## src/rtl/adder_bist_pkg.sv

```systemverilog
// Shared types, default polynomials and next-state helpers
// for the broadcast-adder BIST slice.
package adder_bist_pkg;

  typedef enum logic [2:0] {
    IDLE,
    LOAD,
    RUN,
    CHECK,
    DONE
  } state_e;

  localparam logic [32:0] LFSR_TAPS_D = 33'h1_0008_0000;
  localparam logic [32:0] LFSR_SEED_D = 33'h0_0000_0001;
  localparam logic [16:0] MISR_TAPS_D = 17'h1_2000;

  // Shift left by one, feed back the parity of the tapped bits.
  function automatic logic [63:0] shift_fb(
    input logic [63:0] s,
    input logic [63:0] taps,
    input int          w
  );
    logic [63:0] mask;
    mask = (64'd1 << w) - 64'd1;
    return ((s << 1) | {63'd0, ^(s & taps)}) & mask;
  endfunction

  function automatic logic [63:0] lfsr_next(
    input logic [63:0] s,
    input logic [63:0] taps,
    input int          w
  );
    return shift_fb(s, taps, w);
  endfunction

  function automatic logic [63:0] misr_next(
    input logic [63:0] s,
    input logic [63:0] taps,
    input logic [63:0] resp,
    input int          w
  );
    return shift_fb(s, taps, w) ^ resp;
  endfunction

endpackage

```

## src/rtl/adder_bist_ctrl_if.sv

```systemverilog
// Pattern/response bus between the BIST controller
// and the adder under test.
interface adder_bist_ctrl_if #(
  parameter int N = 16
);
  logic [N-1:0] a;
  logic [N-1:0] b;
  logic         cin;
  logic [N-1:0] sum;
  logic         cout;

  modport master (
    output a, b, cin,
    input  sum, cout
  );

  modport slave (
    input  a, b, cin,
    output sum, cout
  );
endinterface

```

## src/rtl/adder_bist_ctrl_misr.sv

```systemverilog
// Multiple-input signature register compacting
// one adder response per enabled cycle.
module bist_misr
  import adder_bist_pkg::*;
#(
  parameter int                MISR_W    = 17,
  parameter logic [MISR_W-1:0] MISR_TAPS = MISR_TAPS_D
) (
  input  logic              clk,
  input  logic              rst_n,
  input  logic              clear,
  input  logic              en,
  input  logic [MISR_W-1:0] resp,
  output logic [MISR_W-1:0] sig
);

  always_ff @(posedge clk or negedge rst_n) begin
    if (!rst_n) begin
      sig <= '0;
    end else if (clear) begin
      sig <= '0;
    end else if (en) begin
      sig <= MISR_W'(misr_next(64'(sig),
                               64'(MISR_TAPS),
                               64'(resp),
                               MISR_W));
    end
  end

endmodule

```

## src/rtl/adder_bist_ctrl.sv

```systemverilog
// BIST controller: LFSR patterns into the adder, MISR
// compaction of responses, golden signature compare.
module adder_bist_ctrl
  import adder_bist_pkg::*;
#(
  parameter int                N            = 16,
  parameter int                NUM_PATTERNS = 256,
  parameter int                LFSR_W       = 2*N+1,
  parameter logic [LFSR_W-1:0] LFSR_TAPS    = LFSR_TAPS_D,
  parameter logic [LFSR_W-1:0] LFSR_SEED    = LFSR_SEED_D,
  parameter int                MISR_W       = N+1,
  parameter logic [MISR_W-1:0] MISR_TAPS    = MISR_TAPS_D
) (
  input  logic              clk,
  input  logic              rst_n,
  input  logic              start,
  input  logic [MISR_W-1:0] golden_sig,
  adder_bist_ctrl_if.master adder,
  output logic              busy,
  output logic              done,
  output logic              pass,
  output logic [MISR_W-1:0] signature
);

  localparam logic [2:0] S_IDLE  = IDLE;
  localparam logic [2:0] S_LOAD  = LOAD;
  localparam logic [2:0] S_RUN   = RUN;
  localparam logic [2:0] S_CHECK = CHECK;
  localparam logic [2:0] S_DONE  = DONE;

  localparam int            CW   = $clog2(NUM_PATTERNS+1);
  localparam logic [CW-1:0] LAST = CW'(NUM_PATTERNS-1);

  logic [2:0]        state;
  logic [LFSR_W-1:0] lfsr;
  logic [CW-1:0]     cnt;
  logic              run;
  logic              load;

  assign run  = (state == S_RUN);
  assign load = (state == S_LOAD);

  always_ff @(posedge clk or negedge rst_n) begin
    if (!rst_n) begin
      state <= S_IDLE;
      lfsr  <= '0;
      cnt   <= '0;
      pass  <= 1'b0;
    end else begin
      unique case (state)
        S_IDLE: begin
          if (start) state <= S_LOAD;
        end
        S_LOAD: begin
          lfsr  <= LFSR_SEED;
          cnt   <= '0;
          pass  <= 1'b0;
          state <= S_RUN;
        end
        S_RUN: begin
          lfsr <= LFSR_W'(lfsr_next(64'(lfsr),
                                    64'(LFSR_TAPS),
                                    LFSR_W));
          cnt  <= cnt + CW'(1);
          // Exit on the edge that compacts the last response.
          if (cnt == LAST) state <= S_CHECK;
        end
        S_CHECK: begin
          pass  <= (signature == golden_sig);
          state <= S_DONE;
        end
        S_DONE: begin
          if (start) state <= S_LOAD;
        end
        default: state <= S_IDLE;
      endcase
    end
  end

  assign adder.a   = run ? lfsr[N-1:0]   : '0;
  assign adder.b   = run ? lfsr[2*N-1:N] : '0;
  assign adder.cin = run ? lfsr[2*N]     : 1'b0;

  assign busy = (state == S_LOAD)
              | (state == S_RUN)
              | (state == S_CHECK);
  assign done = (state == S_DONE);

  bist_misr #(
    .MISR_W    (MISR_W),
    .MISR_TAPS (MISR_TAPS)
  ) u_misr (
    .clk   (clk),
    .rst_n (rst_n),
    .clear (load),
    .en    (run),
    .resp  ({adder.cout, adder.sum}),
    .sig   (signature)
  );

  seed_nonzero: assert property (
    @(posedge clk) disable iff (!rst_n)
    load |-> (LFSR_SEED != '0)
  );

endmodule

```

## src/flat_wrapper.sv

```systemverilog
// flat-port wrapper written by rule: the top's interface ports become plain ports
module adder_bist_ctrl_flat import adder_bist_pkg::*;
#(
  parameter int                N            = 16,
  parameter int                NUM_PATTERNS = 256,
  parameter int                LFSR_W       = 2*N+1,
  parameter logic [LFSR_W-1:0] LFSR_TAPS    = LFSR_TAPS_D,
  parameter logic [LFSR_W-1:0] LFSR_SEED    = LFSR_SEED_D,
  parameter int                MISR_W       = N+1,
  parameter logic [MISR_W-1:0] MISR_TAPS    = MISR_TAPS_D
)
  (clk, rst_n, start, golden_sig, busy, done, pass, signature, adder_a, adder_b, adder_cin, adder_sum, adder_cout);
  adder_bist_ctrl_if #(.N(N)) adder_i ();
  input  logic clk;
  input  logic rst_n;
  input  logic start;
  input  logic [MISR_W-1:0] golden_sig;
  output logic busy;
  output logic done;
  output logic pass;
  output logic [MISR_W-1:0] signature;
  output wire logic [$bits(adder_i.a)-1:0] adder_a;
  output wire logic [$bits(adder_i.b)-1:0] adder_b;
  output wire logic [$bits(adder_i.cin)-1:0] adder_cin;
  input wire logic [$bits(adder_i.sum)-1:0] adder_sum;
  input wire logic [$bits(adder_i.cout)-1:0] adder_cout;
  assign adder_a = adder_i.a;
  assign adder_b = adder_i.b;
  assign adder_cin = adder_i.cin;
  assign adder_i.sum = adder_sum;
  assign adder_i.cout = adder_cout;
  adder_bist_ctrl #(.N(N), .NUM_PATTERNS(NUM_PATTERNS), .LFSR_W(LFSR_W), .LFSR_TAPS(LFSR_TAPS), .LFSR_SEED(LFSR_SEED), .MISR_W(MISR_W), .MISR_TAPS(MISR_TAPS)) u_core (.clk(clk), .rst_n(rst_n), .start(start), .golden_sig(golden_sig), .adder(adder_i), .busy(busy), .done(done), .pass(pass), .signature(signature));
endmodule
```

## config.mk

```make
export PLATFORM = sky130hd
export DESIGN_NAME = adder_bist_ctrl_flat
export DESIGN_NICKNAME = d
export VERILOG_FILES = /design/src/rtl/adder_bist_pkg.sv /design/src/rtl/adder_bist_ctrl_if.sv /design/src/rtl/adder_bist_ctrl_misr.sv /design/src/rtl/adder_bist_ctrl.sv /design/src/flat_wrapper.sv
export SDC_FILE = /design/constraint.sdc
export NUM_CORES = 1
export LEC_CHECK = 0
export BUFFER_PORTS_ARGS = -buffer_cell sky130_fd_sc_hd__buf_2
export CAP_MARGIN = 20
export CORE_MARGIN = 2
export CORE_UTILIZATION = 55
export DETAILED_ROUTE_END_ITERATION = 6
export PLACE_DENSITY = 0.88
export SYNTH_ARGS = -nofsm -noshare
export SYNTH_HDL_FRONTEND = slang
export SYNTH_SLANG_ARGS = --single-unit
export TNS_END_PERCENT = 100
```

## constraint.sdc

```tcl
create_clock -name clk -period 3.2 [get_ports clk]
set_input_delay 0.48 -clock clk [delete_from_list [all_inputs] [get_ports clk]]
set_output_delay 0.48 -clock clk [all_outputs]
set_load 0.005 [all_outputs]
```

=== After elaboration in Yosys (flattened, before gate mapping) ===
Cells that the tools add are included.

* Output and inout bits: 53
* Logic and storage cells: 37
* Bits of input ports: 37
* Flip-flop bits (word level): 63

* Add/sub/neg operators: 1
* Reductions and logical operators: 7
* Bitwise logic cells: 5
* Multiplexer cells: 11
* Equality and inequality tests: 8

{| class="wikitable"
|+ Operator list
! kind !! count
|-
| $reduce_xor 64->1 || 2
|-
| $pmux 33 s2 || 1
|-
| $mux 17 || 2
|-
| $or 33x1->33 || 1
|-
| $mux 16 || 2
|-
| $pmux 9 s2 || 1
|-
| $eq 17x17->1 || 1
|-
| $or 17x1->17 || 1
|-
| $xor 17x17->17 || 1
|-
| $pmux 3 s4 || 1
|-
| $add 9x1->9 const B || 1
|-
| $eq 9x8->1 const B || 1
|-
| $eq 3x2->1 const B || 2
|-
| $mux 3 || 2
|-
| $reduce_bool 2->1 || 2
|-
| $eq 3x1->1 const B || 1
|-
| $eq 3x3->1 const B || 1
|-
| $logic_not 3->1 || 1
|-
| $ne 2x1->1 const B || 1
|-
| $ne 2x2->1 const B || 1
|-
| $or 1x1->1 || 2
|-
| $pmux 1 s2 || 1
|-
| $reduce_and 2->1 || 1
|-
| $reduce_or 2->1 || 1
|-
| $mux 1 || 1
|}

=== Depth between registers and ports, before layout ===
* Depth after elaboration: 5
* Mapped depth: 7
* Depth with buffers taken out: 7

=== By module ===
Synthesis repeated with hierarchy kept, for this count alone.

* Cell total of the unflattened synthesis: 270
* Area total of the unflattened synthesis: 2980.4 um^2

{| class="wikitable"
|+ By module, submodules not included
! module !! instances !! sequential area each (um^2) !! cells each !! area each (um^2)
|-
| adder_bist_ctrl || 1 || 1151.1 || 196 || 2147.1
|-
| bist_misr || 1 || 425.4 || 74 || 833.3
|}

=== Least setup slack after synthesis ===
Ideal clock, no wire load.

* Path kind: register to output
* From: reg u_core.state[0]
* To: out adder_b[6]
* Buffers on the path: 2
* Required time: 2720 ps
* Cell stages (with the launch flop): 5
* Path slack: 1451 ps
* Arrival time: 1269 ps
* Cell sequence: dfrtp_1 > nor3b_1 > clkbuf_1 > buf_2 > and2_1

* Longest elaborated chain between the ends: 2

{| class="wikitable"
|+ Ends and longest elaborated chain
! item !! RTL line !! text
|-
| start, declared || adder_bist_ctrl.sv:34 || <nowiki>logic [2:0] state;</nowiki>
|-
| start signal, assigned || adder_bist_ctrl.sv:45 || <nowiki>state <= S_IDLE;</nowiki>
|-
| start signal, assigned || adder_bist_ctrl.sv:52 || <nowiki>if (start) state <= S_LOAD;</nowiki>
|-
| start signal, assigned || adder_bist_ctrl.sv:58 || <nowiki>state <= S_RUN;</nowiki>
|-
| $eq 3x2->1 || adder_bist_ctrl.sv:40 || <nowiki>assign run = (state == S_RUN);</nowiki>
|-
| $mux 16 || adder_bist_ctrl.sv:81 || <nowiki>assign adder.b = run ? lfsr[2*N-1:N] : '0;</nowiki>
|-
| end, declared || flat_wrapper.sv:23 || <nowiki>output wire logic [$bits(adder_i.b)-1:0] adder_b;</nowiki>
|}

No other way between the ends.

=== Final worst setup path ===
* From: reg u_core.state[0]
* To: out adder_b[14]

Same word-level chain as after synthesis.

==> flow_metrics.py <==
metrics = {
    "placed_design": {
        "post_dp_cell_area_um2": 3390,
        "port_buffers": 89,
        "post-place-ws_ps": 1280,
        "gp_congestion": 0.758,
        "dp_hpwl_mm": 4.15,
    },
    "yosys": {
        "yosysTopAreaCell": "dfrtp_1",
        "synth_top_cell_area_share": 0.538,
        "synthTopCellsByArea": "dfrtp_1 54%, a21o_1 8.2%, and2_1 7.1%",
        "syn_nets": 307,
        "yosysWarnings": 0,
        "syn_area_per_cell_um2": 10.9,
        "synth-seq-cells": 63,
        "yosysSeqAreaShare": 0.538,
        "syn_inst": 268,
        "synth_cell_types": 30,
        "syn_area_um2": 2930,
    },
    "timing": {
        "hold_violations": 0,
        "min_period_ps": 2140,
        "tns_ps": 0,
        "setup_viol": 0,
        "worst_slack_ps": 1060,
        "finalMaxSlewViolations": 0,
        "whs_ps": 92.9,
        "fin_crit_sh": 0.670,
        "max_freq_ghz": 0.467,
        "tightestPinTransition_ps": 581,
        "relSlewSlack": 0.613,
        "rsz0062_at_grt": "false",
        "finClkSkew_ps": 7.18,
    },
    "clock_tree": {
        "cts_max_path_buffers": 2,
        "cts_tree": "done",
        "cts_post_setup_buffers_inserted": 0,
        "cts_resized": 0,
        "clock_sinks": 63,
        "cts_buffers": 9,
        "clkSlewWorstSetupHoldPaths_ps": 70,
        "ctsHoldBuffers": 0,
        "root_buffer": "clkbuf_8",
        "cts_htree_levels": 3,
        "clock_latency_ps": 340,
    },
    "die": {
        "die_h_um": 77.0,
        "fp.dieW_um": 77.0,
        "dieArea_um2": 5920,
        "fp.coreArea_um2": 5110,
        "row_count": 26,
        "start_util": 0.573,
        "io_pins": 90,
    },
    "power_and_ir_drop": {
        "clock_power_share": 0.244,
        "p_leak_nw": 2.14,
        "power_density_nw_per_um2": 765,
        "power_frac_seq": 0.430,
        "p_switching_mw": 1.00,
        "comb_power_share": 0.326,
        "p_int_mw": 1.74,
        "switching_share": 0.366,
        "peakVddDrop_mv": 0.491,
    },
    "worst_setup_path": {
        "r2r_slack_ps": 1270,
        "cpMaxStageDelayCell": "dfrtp_1",
        "crit_arrival_ps": 1660,
        "r2r_cells": 6,
        "crit_type": "reg2out",
        "timing.rr.end": "u_core.cnt[6]",
        "critical_path_required_ps": 2720,
        "cp_cell_sequence": "nor3b_2 > buf_4 > and2_1 > buf_2",
        "worstPathMaxFanout": 39,
        "cp-end-kind": "output port",
        "path_delay_family": "flip-flops",
        "critPathBufInv": 2,
        "max_stage_delay_ps": 450,
        "cp-start-kind": "flop",
        "rr_startpoint": "u_core.state[0]",
        "cp.depth": 4,
    },
    "outcome": {
        "status": "completed",
    },
    "grt": {
        "grtUsageTotal": 0.223,
        "grt_pass1_vias": 2292,
        "grt_overflow": 0,
        "antenna_found_initial": 0,
        "grt_max_degree": 55,
        "grt_pass1_wl_mm": 10.4,
    },
    "final_layout": {
        "nets": 397,
        "area_delta_synth_final_pct": 22.4,
        "design_area_um2": 3580,
        "antennaDiodeCount": 0,
        "fillers": 374,
        "drive_gt1_frac": 0.306,
    },
    "route": {
        "drtIter0Drc": 94,
        "vias": 2275,
        "routed_wl_mm": 6.03,
        "vias_per_cell": 5.25,
        "antenna_left": 0,
        "wire_per_inst_um": 13.9,
        "drc": 0,
        "drt-pass1-iter-count": 5,
    },
    "hold_path": {
        "hold_class": "in2async",
    },
    "job": {
        "maxCapViolCount": 0,
    },
}
cells by family (layout without fill, tap and decap cells):
| kind of cell | count (synthesis) | after routing | share of synthesized area |
|---|---|---|---|
| adder cells (fa/ha/maj) | 2 | 2 | 0.00855 |
| AO/OA/AOI/OAI | 65 | 65 | 0.144 |
| AND/OR/NAND/NOR | 83 | 83 | 0.154 |
| XOR/XNOR | 36 | 36 | 0.108 |
| multiplexers | 2 | 2 | 0.00684 |
| flip-flops | 63 | 63 | 0.538 |
| buffers and inverters | 17 | 112 | 0.0397 |
per-stage QoR:
| stage | power [mW] | utilization | std cells |
|---|---|---|---|
| after floorplan | 1.85 | - | 268 |
| after global placement | 2.04 | 0.664 | 417 |
| after detailed placement | 2.09 | 0.664 | 417 |
| after CTS | 2.76 | 0.701 | 433 |
| after global routing | 2.94 | 0.701 | 433 |
| final | 2.74 | 0.701 | 433 |
layout make-up:
type	instances	area, µm²	share of cell area
clock buffer	12	145	0.0405
clock inverter	4	45.0	0.0126
inverter	4	20.0	0.00559
multi-input combinational	188	1240	0.346
sequential	63	1580	0.440
tap	70	87.6	0.0244
timing repair buffer	92	468	0.131
Yosys cell counts:
master    instances
nand2_1          25
buf_2             2
nand3b_1          2
a21o_1           32
inv_1             3
nand3_1           4
a31oi_1           1
o21ai_2           1
xnor2_1          20
nor3_2            1
and2_1           33
ha_1              2
nand2b_1          1
a21oi_1           2
clkbuf_1          5
o22ai_1           1
or3b_1            2
and3_1            3
buf_6             6
nor3b_1           1
o21ai_0          25
nor4_1            4
nor2_1            6
mux2i_1           2
a22o_1            2
dfrtp_1          63
and2_4            1
xor2_1           16
a41oi_1           1
clkinv_4          1
how the worst max path moves through the flow:
stage	to	startpoint
2_1_floorplan	adder_b[6]	u_core.state[0]
3_3_place_gp	u_core.cnt[6]	u_core.state[0]
3_5_place_dp	u_core.cnt[6]	u_core.state[0]
4_1_cts	adder_b[14]	u_core.state[0]
5_1_grt	adder_b[14]	u_core.state[2]
6_report	adder_b[14]	u_core.state[0]
cell usage in the layout, fill, tap and decap left out, drive strengths merged, types with 4 or more instances in the layout:
cell and instances:
nor2 6, clkinv 4, buf 92, xor2 16, and2 34, nor4 4
nand3 4, clkbuf 12, xnor2 20, o21ai 26, a21o 32, dfrtp 63
nand2 25
state kept, by name, summed over array words and instances (netlist names):
register           count
u_core.cnt             9
u_core.lfsr           33
u_core.pass            1
u_core.state           3
u_core.u_misr.sig     17
per-layer routing:
metal / wire (µm) / global-route usage / part of all wire
met3: 437 / 0.0788 / 0.073
met4: 95 / 0.0945 / 0.016
met5: 0 / 0 / 0
met2: 2870 / 0.355 / 0.48
met1: 2620 / 0.277 / 0.43
power groups by stage:
stage	Combinational (mW)	Sequential, mW	Clock (mW)
2_1_floorplan	0.691	1.16	0
3_3_place_gp	0.867	1.18	0
3_5_place_dp	0.898	1.19	0
4_1_cts	0.903	1.18	0.680
5_1_grt	1.01	1.21	0.719
6_report	0.892	1.18	0.669
worst reg2reg max path, stage by stage (launching register included):
cell,delay [ps]
dfrtp_1,450
or3b_1,400
buf_4,220
and2_4,330
clkinv_4,150
o21ai_2,50
a22o_1,220
Note: power is estimated with default switching activity, not from simulation.
